==> config.mk <==
export PLATFORM = sky130hd
export DESIGN_NAME = controlador_varredura_display
export DESIGN_NICKNAME = d
export VERILOG_FILES = /design/src/rtl/controlador_varredura_display.sv
export SDC_FILE = /design/constraint.sdc
export NUM_CORES = 1
export LEC_CHECK = 0
export CELL_PAD_IN_SITES_DETAIL_PLACEMENT = 1
export CELL_PAD_IN_SITES_GLOBAL_PLACEMENT = 1
export CORE_ASPECT_RATIO = 1.25
export CORE_MARGIN = 2
export CORE_UTILIZATION = 42
export DETAILED_ROUTE_END_ITERATION = 10
export HOLD_SLACK_MARGIN = 0.08
export PLACE_DENSITY_LB_ADDON = 0.1
export SYNTH_ARGS = -nofsm -noshare
export SYNTH_HDL_FRONTEND = slang
export SYNTH_SLANG_ARGS = --single-unit
==> constraint.sdc <==
create_clock -name clk -period 2.9 [get_ports clk]
set_input_delay 0.58 -clock clk [delete_from_list [all_inputs] [get_ports clk]]
set_output_delay 0.58 -clock clk [all_outputs]
set_load 0.05 [all_outputs]
==> src/rtl/controlador_varredura_display.sv <==
// rtl/controlador_varredura_display.sv - scan controller for 3-digit 7-segment display and 7x5 LED matrix
module controlador_varredura_display #(
  parameter int DIV_VARREDURA = 50000,
  parameter int BLANK_CICLOS  = 4,
  parameter int NUM_DIGITOS   = 3,
  parameter int NUM_LINHAS    = 7,
  parameter int FRAMES_PISCA  = 25
) (
  input  logic       clk,
  input  logic       clr,
  input  logic       en,
  output logic [1:0] sel_digito,
  output logic       digito_en,
  output logic [2:0] sel_linha,
  output logic [6:0] linha_ativa,
  output logic       sel_matriz,
  output logic       pisca,
  output logic       frame_done
);

  localparam int PW = (DIV_VARREDURA > 1) ? $clog2(DIV_VARREDURA) : 1;
  localparam int BW = (BLANK_CICLOS > 1) ? $clog2(BLANK_CICLOS) : 1;
  localparam int FW = (FRAMES_PISCA > 1) ? $clog2(FRAMES_PISCA) : 1;

  localparam logic [PW-1:0] PRE_MAX = PW'(DIV_VARREDURA - 1);
  localparam logic [BW-1:0] BLK_MAX = BW'(BLANK_CICLOS - 1);
  localparam logic [FW-1:0] FRM_MAX = FW'(FRAMES_PISCA - 1);
  localparam logic [1:0]    DIG_MAX = 2'(NUM_DIGITOS - 1);
  localparam logic [2:0]    LIN_MAX = 3'(NUM_LINHAS - 1);

  typedef enum logic {
    ST_BLANK,
    ST_SHOW
  } estado_t;

  estado_t        estado, estado_prox;
  logic [PW-1:0]  prescaler, prescaler_prox;
  logic [BW-1:0]  blank_cnt, blank_cnt_prox;
  logic [FW-1:0]  frame_cnt, frame_cnt_prox;
  logic [1:0]     sel_digito_prox;
  logic [2:0]     sel_linha_prox;
  logic [6:0]     linha_ativa_prox;
  logic           digito_en_prox;
  logic           sel_matriz_prox;
  logic           pisca_prox;
  logic           frame_done_prox;
  logic           tick;

  // Step timing: one tick every DIV_VARREDURA enabled cycles.
  assign tick = en && (prescaler == PRE_MAX);

  // Next-state logic: prescaler, blank/show sequencing, selects, frame and blink bookkeeping.
  // Drive outputs are computed from the next state so that they line up with the registered selects.
  always_comb begin
    estado_prox      = estado;
    prescaler_prox   = prescaler;
    blank_cnt_prox   = blank_cnt;
    frame_cnt_prox   = frame_cnt;
    sel_digito_prox  = sel_digito;
    sel_linha_prox   = sel_linha;
    sel_matriz_prox  = sel_matriz;
    pisca_prox       = pisca;
    digito_en_prox   = 1'b0;
    linha_ativa_prox = 7'd0;
    frame_done_prox  = 1'b0;

    if (en) begin
      if (tick) begin
        // A new step always starts blanked, even if the previous one never left BLANK.
        prescaler_prox  = '0;
        estado_prox     = ST_BLANK;
        blank_cnt_prox  = '0;
        sel_digito_prox = (sel_digito == DIG_MAX) ? 2'd0 : sel_digito + 2'd1;
        sel_linha_prox  = (sel_linha == LIN_MAX) ? 3'd0 : sel_linha + 3'd1;
        if (sel_linha == LIN_MAX) begin
          frame_done_prox = 1'b1;
          sel_matriz_prox = ~sel_matriz;
          if (frame_cnt == FRM_MAX) begin
            frame_cnt_prox = '0;
            pisca_prox     = ~pisca;
          end else begin
            frame_cnt_prox = frame_cnt + 1'b1;
          end
        end
      end else begin
        prescaler_prox = prescaler + 1'b1;
        case (estado)
          ST_BLANK: begin
            if (blank_cnt == BLK_MAX) begin
              estado_prox    = ST_SHOW;
              blank_cnt_prox = '0;
            end else begin
              blank_cnt_prox = blank_cnt + 1'b1;
            end
          end
          ST_SHOW: begin
            estado_prox = ST_SHOW;
          end
          default: begin
            estado_prox = ST_BLANK;
          end
        endcase
      end

      if (estado_prox == ST_SHOW) begin
        digito_en_prox   = 1'b1;
        linha_ativa_prox = 7'd1 << sel_linha_prox;
      end
    end
  end

  // State and output registers; clr returns everything to the start of digit 0, row 0, BLANK.
  always_ff @(posedge clk) begin
    if (clr) begin
      estado      <= ST_BLANK;
      prescaler   <= '0;
      blank_cnt   <= '0;
      frame_cnt   <= '0;
      sel_digito  <= 2'd0;
      sel_linha   <= 3'd0;
      sel_matriz  <= 1'b0;
      pisca       <= 1'b0;
      digito_en   <= 1'b0;
      linha_ativa <= 7'd0;
      frame_done  <= 1'b0;
    end else begin
      estado      <= estado_prox;
      prescaler   <= prescaler_prox;
      blank_cnt   <= blank_cnt_prox;
      frame_cnt   <= frame_cnt_prox;
      sel_digito  <= sel_digito_prox;
      sel_linha   <= sel_linha_prox;
      sel_matriz  <= sel_matriz_prox;
      pisca       <= pisca_prox;
      digito_en   <= digito_en_prox;
      linha_ativa <= linha_ativa_prox;
      frame_done  <= frame_done_prox;
    end
  end

endmodule

==> results of run 1 <==
==> kinds of logic after synthesis <==
logic type / share of synthesized area
xor gates and xnor gates: 0.06537
DFF: 0.4598
and+or+nand+nor: 0.3218
AOI/OAI and AO/OA: 0.08765
adders and majority gates: 0.02874
buffers and inverters: 0.03664
==> where the power goes <==
part / switching [mW] / internal, mW / total [mW]
Sequential: 0.00504 / 0.554 / 0.559
Combinational: 0.0206 / 0.0118 / 0.0324
Clock: 0.182 / 0.212 / 0.394
Total: 0.208 / 0.777 / 0.985
==> stage by stage <==
stage / instance area (um^2) / total power [mW] / worst slack, ps / hold WS [ps]
6_report: 2069 / 0.9852 / 462.4 / 481.5
5_1_grt: 2069 / 1.025 / 384.3 / 498.9
4_1_cts: 2069 / 0.9973 / 440.5 / 485.3
3_5_place_dp: 1973 / 0.6034 / 190.0 / 474.6
3_3_place_gp: 1973 / 0.6015 / 279.0 / 462.1
2_1_floorplan: 1742 / 0.5915 / 732.2 / 446.9
==> final timing paths <==
kind | start | to | slack (ps) | cells after the start
hold reg to reg | prescaler[15] | prescaler[15] | 480 | 2
hold / removal | prescaler[15] | prescaler[15] | 480 | 2
setup / recovery | prescaler[7] | frame_cnt[3] | 460 | 4
setup reg to reg | prescaler[7] | frame_cnt[3] | 460 | 4
==> metal layers <==
metal  vias to the layer above  wire, um
li1                        746         -
met1                       765      1670
met2                        28      2382
met3                        12       129
met4                         0       144
met5                         -         0
==> layout make-up <==
class / count / share of cell area
well taps: 56 / 0.03386
inverters: 6 / 0.01088
flip-flops and latches: 40 / 0.3869
repair buffers: 21 / 0.09794
clock buffers: 7 / 0.04655
multi-input cells: 143 / 0.4238
==> sequential cells by signal, indices dropped and copies added, names as in the netlist <==
register,flops
frame_done,1
prescaler,16
frame_cnt,5
pisca,1
estado,1
linha_ativa,7
sel_matriz,1
blank_cnt,2
digito_en,1
sel_digito,2
sel_linha,3
==> Yosys cell counts, types with 3 or more instances <==
cell | number | area, um^2
o31ai_1 | 4 | 30.03
xnor2_1 | 8 | 70.07
or3_1 | 4 | 25.02
nor2_1 | 20 | 75.07
nand4_1 | 10 | 62.56
nand4b_1 | 3 | 26.28
nor4_1 | 5 | 31.28
inv_1 | 6 | 22.52
a21oi_1 | 16 | 80.08
dfxtp_1 | 40 | 800.8
or2_2 | 3 | 18.77
ha_1 | 4 | 50.05
nand3b_1 | 3 | 22.52
xor2_1 | 5 | 43.79
o21ai_0 | 6 | 30.03
nand2_1 | 16 | 60.06
clkbuf_1 | 5 | 18.77
buf_2 | 3 | 15.01
nor3_1 | 8 | 40.04
or4_1 | 4 | 30.03
nand3_1 | 7 | 35.03
==> worst min-delay path, cell delays in order, from the launching register on <==
cell	delay, ps
dfxtp_1	320
o31ai_1	60
a21oi_1	60
==> results.cfg, run 1 <==
[cts]
cts.sinks = 40
cts_root_buf = clkbuf_8
clockBufferDepth = 2
cts_setup_buffers = 0
cts_hold_buf = 0
cts_tree = built
cts_resized = 0
path_clk_slew_ps = 80
numCtsBuffers = 5
cts_max_level = 2
clk_latency_ps = 290

[place]
dp_hpwl_um = 3111
dp.cells = 266
portBuffers = 18
place.gp.congestion = 0.7372

[floorplanning]
num_rows = 26
coreArea_um2 = 4034
die_height_um = 76.00
io_pins = 19
die_x_um = 61.60
initial_core_util = 0.4318
fp.dieArea_um2 = 4681

[global_routing]
grt_max_degree = 25
grt_use_total = 0.2064
use_met3 = 0.05433
met1_usage = 0.2253
grt_pass1_vias = 1527
busiest_layer = met2
grt_pass1_wl_um = 7210
antenna_found_initial = 0
gr-total-overflow = 0
gr-usage-met2 = 0.3516

[timing]
finalHoldViolCount = 0
setup_violations = 0
rsz0062_at_grt = false
max_slew_margin = 0.6595
tightestPinTransition_ps = 509.1
fin_setup_tns_ps = 0
period_share = 0.8405
slew_viol_final = 0
clock.fmax_mhz = 410.2
fin_skew_ps = 7.189
min_period_ps = 2438

[worst_setup_path]
endpoint_kind = flip-flop
timing.critical_path.max_delay_family = simple AND/OR/NAND/NOR gates
crit_fanout = 24
critPathBufInv = 0
cp_slowest_cell = or4_4
cp.arrival_ps = 2660
worstSetupPathType = reg2reg
critPathLaunchType = flip-flop
critPathMaxStageDelay_ps = 700
crit_chain = or4b_1 -> or4_4 -> or4_1 -> a21oi_1
worstPathRequired_ps = 3130

[yosys]
ys.flop_type = dfxtp_1
synth-edff-count = 0
synth.distinct_cells = 35
ys_seq_elements = 40
yosysWarnings = 0
ys_seq_area_frac = 0.4598
syn_area_per_cell_um2 = 8.752
synth-async-reset-ratio = 0
synth.net_count = 206
netlist_area_um2 = 1742
synth_cells = 199

[final_layout]
fillers = 499
multi_input_area_um2 = 877.1
drive_gt1_frac = 0.07373
layout_common_cells = 40 x dfxtp_1, 20 x nor2_1, 18 x clkdlybuf4s50_1, 16 x nand2_1, 16 x a21oi_1
diodes = 0
final_util = 0.5130
layout.nets = 224
layout_commonest_cell = dfxtp_1
syn2layout_area_growth_pct = 18.82
final_cells = 273
area.sequential_um2 = 800.8

[route]
wl_per_cell_um = 15.85
vias_per_cell = 5.681
drc = 0
drtIter0Drc = 62
drtPass1Iterations = 4
drtAntennaViolNets = 0
routed_wl_um = 4326
via_count = 1551

[pwr]
leakage_nw = 0.6539
vdd_ir_drop_max_mv = 0.2929
p_per_area_nw_per_um2 = 476.1

[job]
max_cap_violations = 0

[min_path]
hold_path_class = reg2reg

[run_status]
outcome = finished, final reports clean
(Power assumes the default switching activity.)
==> run 2, diff against run 1 <==
--- a/config.mk
+++ b/config.mk
@@ -9,7 +9,7 @@
 export CELL_PAD_IN_SITES_GLOBAL_PLACEMENT = 1
 export CORE_ASPECT_RATIO = 1.25
 export CORE_MARGIN = 2
-export CORE_UTILIZATION = 42
+export CORE_UTILIZATION = 37
 export DETAILED_ROUTE_END_ITERATION = 10
 export HOLD_SLACK_MARGIN = 0.08
 export PLACE_DENSITY_LB_ADDON = 0.1
==> constraint.sdc (replaced) <==
create_clock -name clk -period 2.1 [get_ports clk]
set_input_delay 0.42 -clock clk [delete_from_list [all_inputs] [get_ports clk]]
set_output_delay 0.42 -clock clk [all_outputs]
set_load 0.05 [all_outputs]
==> run 2 against run 1 <==
  * The run now ends with setup timing left
  * Critical path depth did not move
  * Non-clock buffer count rose by 27
  * Routed wire length increased by 10%
  * Combinational power rose by 74%
  * Via count grew 4.3%
  * Cell area grew 15%
  * Global-route usage shrank 1.1 points
  * Power is 59% higher
  * Critical path type unchanged
  * Critical endpoint is now sel_linha[2]
  * Largest cell class unchanged
  * Largest power group unchanged
==> results.cfg, run 2 (synthesis results as in run 1) <==
[run_status]
outcome = finished with violations
failed_checks = setup timing

[place]
portBuffers = 18
dp_hpwl_um = 3329
place.gp.congestion = 0.7874
dp.cells = 292
placed_area_um2 = 2172
dp_slack_ps = -276.6

[global_routing]
grt_max_degree = 17
antenna_found_initial = 0
grt_pass1_wl_um = 7872
grt_use_total = 0.1951
gr-total-overflow = 0
grt_pass1_vias = 1741

[timing]
hold_ws_ps = 497.1
rsz0062_at_grt = true
setup_ws_ps = -82.09
clock.fmax_mhz = 458.3
tightestPinTransition_ps = 513.0
setup_violations = 6
period_share = 1.039
max_slew_margin = 0.6575
fin_setup_tns_ps = -248.1
slew_viol_final = 0
fin_skew_ps = 8.870
min_period_ps = 2182
finalHoldViolCount = 0

[final_layout]
drive_gt1_frac = 0.2213
top_register = prescaler
final_util = 0.5340
top_regs = prescaler: 16 flops, linha_ativa: 7 flops, frame_cnt: 5 flops
largest_reg_flops = 16
layout.nets = 251
diodes = 0
layout_common_cells = 38 x dfxtp_1, 27 x buf_4, 20 x nor2_1, 16 x nand2_1, 16 x clkdlybuf4s50_1
layout_commonest_cell = dfxtp_1
syn2layout_area_growth_pct = 36.71
final_cells = 302
stdcell_area_um2 = 2381
fillers = 558

[worst_setup_path]
ff2ff_setup_slack_ps = -80
worstPathRequired_ps = 2340
cp.arrival_ps = 2420
r2r-end = sel_linha[2]
critPathLaunchType = flip-flop
worstSetupPathType = reg2reg
crit_fanout = 8
startpoint = prescaler[7]
crit_end = sel_linha[2]
r2r_cells = 4
endpoint_kind = flip-flop
rr_startpoint = prescaler[7]

[route]
drtIter0Drc = 36
via_count = 1618
drtAntennaViolNets = 0
vias_per_cell = 5.358
drtPass1Iterations = 4
routed_wl_um = 4760
drc = 0
wl_per_cell_um = 15.76

[cts]
numCtsBuffers = 5
clockBufferDepth = 2
path_clk_slew_ps = 80
clk_latency_ps = 300
cts_root_buf = clkbuf_8
cts_hold_buf = 0
cts_tree = built
cts.sinks = 40
cts_max_level = 2

[floorplanning]
num_rows = 27
io_pins = 19
die_x_um = 65.37
fp.dieArea_um2 = 5275
coreArea_um2 = 4459
die_height_um = 80.71
initial_core_util = 0.3906

[job]
max_cap_violations = 0

[min_path]
min_from = sel_digito[1]
hold_path_class = reg2reg

[pwr]
leakage_nw = 0.8575
vdd_ir_drop_max_mv = 0.4002
total_power_mw = 1.566
p_per_area_nw_per_um2 = 657.7
[run 2: report_power, final]
| group | internal, mW | leakage, nW | switching, mW |
|---|---|---|---|
| Sequential | 0.764 | 0.324 | 0.00566 |
| Clock | 0.468 | 0.0642 | 0.272 |
| Combinational | 0.0237 | 0.470 | 0.0326 |
[run 2: critical path, stage by stage (launching register included)]
cell and delay, ps:
dfxtp_1 320, or4b_4 560, or4_4 610, or4b_4 510
a21oi_2 130
[run 2: layout make-up]
type / instances / area (um^2) / share of cell area
tap: 58 / 72.57 / 0.03048
multi-input combinational: 143 / 923.4 / 0.3878
clock buffer: 5 / 68.82 / 0.02890
inverter: 6 / 22.52 / 0.009459
timing repair buffer: 48 / 430.4 / 0.1808
clock inverter: 2 / 60.06 / 0.02522
sequential: 40 / 803.3 / 0.3374
[run 2: worst min path at each step]
stage	endpoint	slack, ps	cells past startpoint
after floorplan	prescaler[15]	450	2
after global placement	prescaler[15]	460	2
after detailed placement	prescaler[15]	480	2
after CTS	frame_cnt[4]	500	2
after global routing	frame_cnt[4]	520	2
final	sel_digito[1]	500	2
[run 2: timing repair]
action                                  in CTS  in global routing
buffers inserted                             3                  0
pin swaps                                   11                  5
resized for setup                            8                 10
endpoints found under the setup margin       7                 14
gates cloned                                 0                  0
[run 2: per-layer routing]
metal / up-vias / routed length (um) / track usage / part of all wire
li1: 800 / - / - / -
met1: 793 / 1889 / 0.2080 / 0.40
met4: 0 / 54 / 0.06458 / 0.011
met5: - / 0 / 0 / 0
met2: 18 / 2700 / 0.3735 / 0.57
met3: 7 / 116 / 0.04342 / 0.024
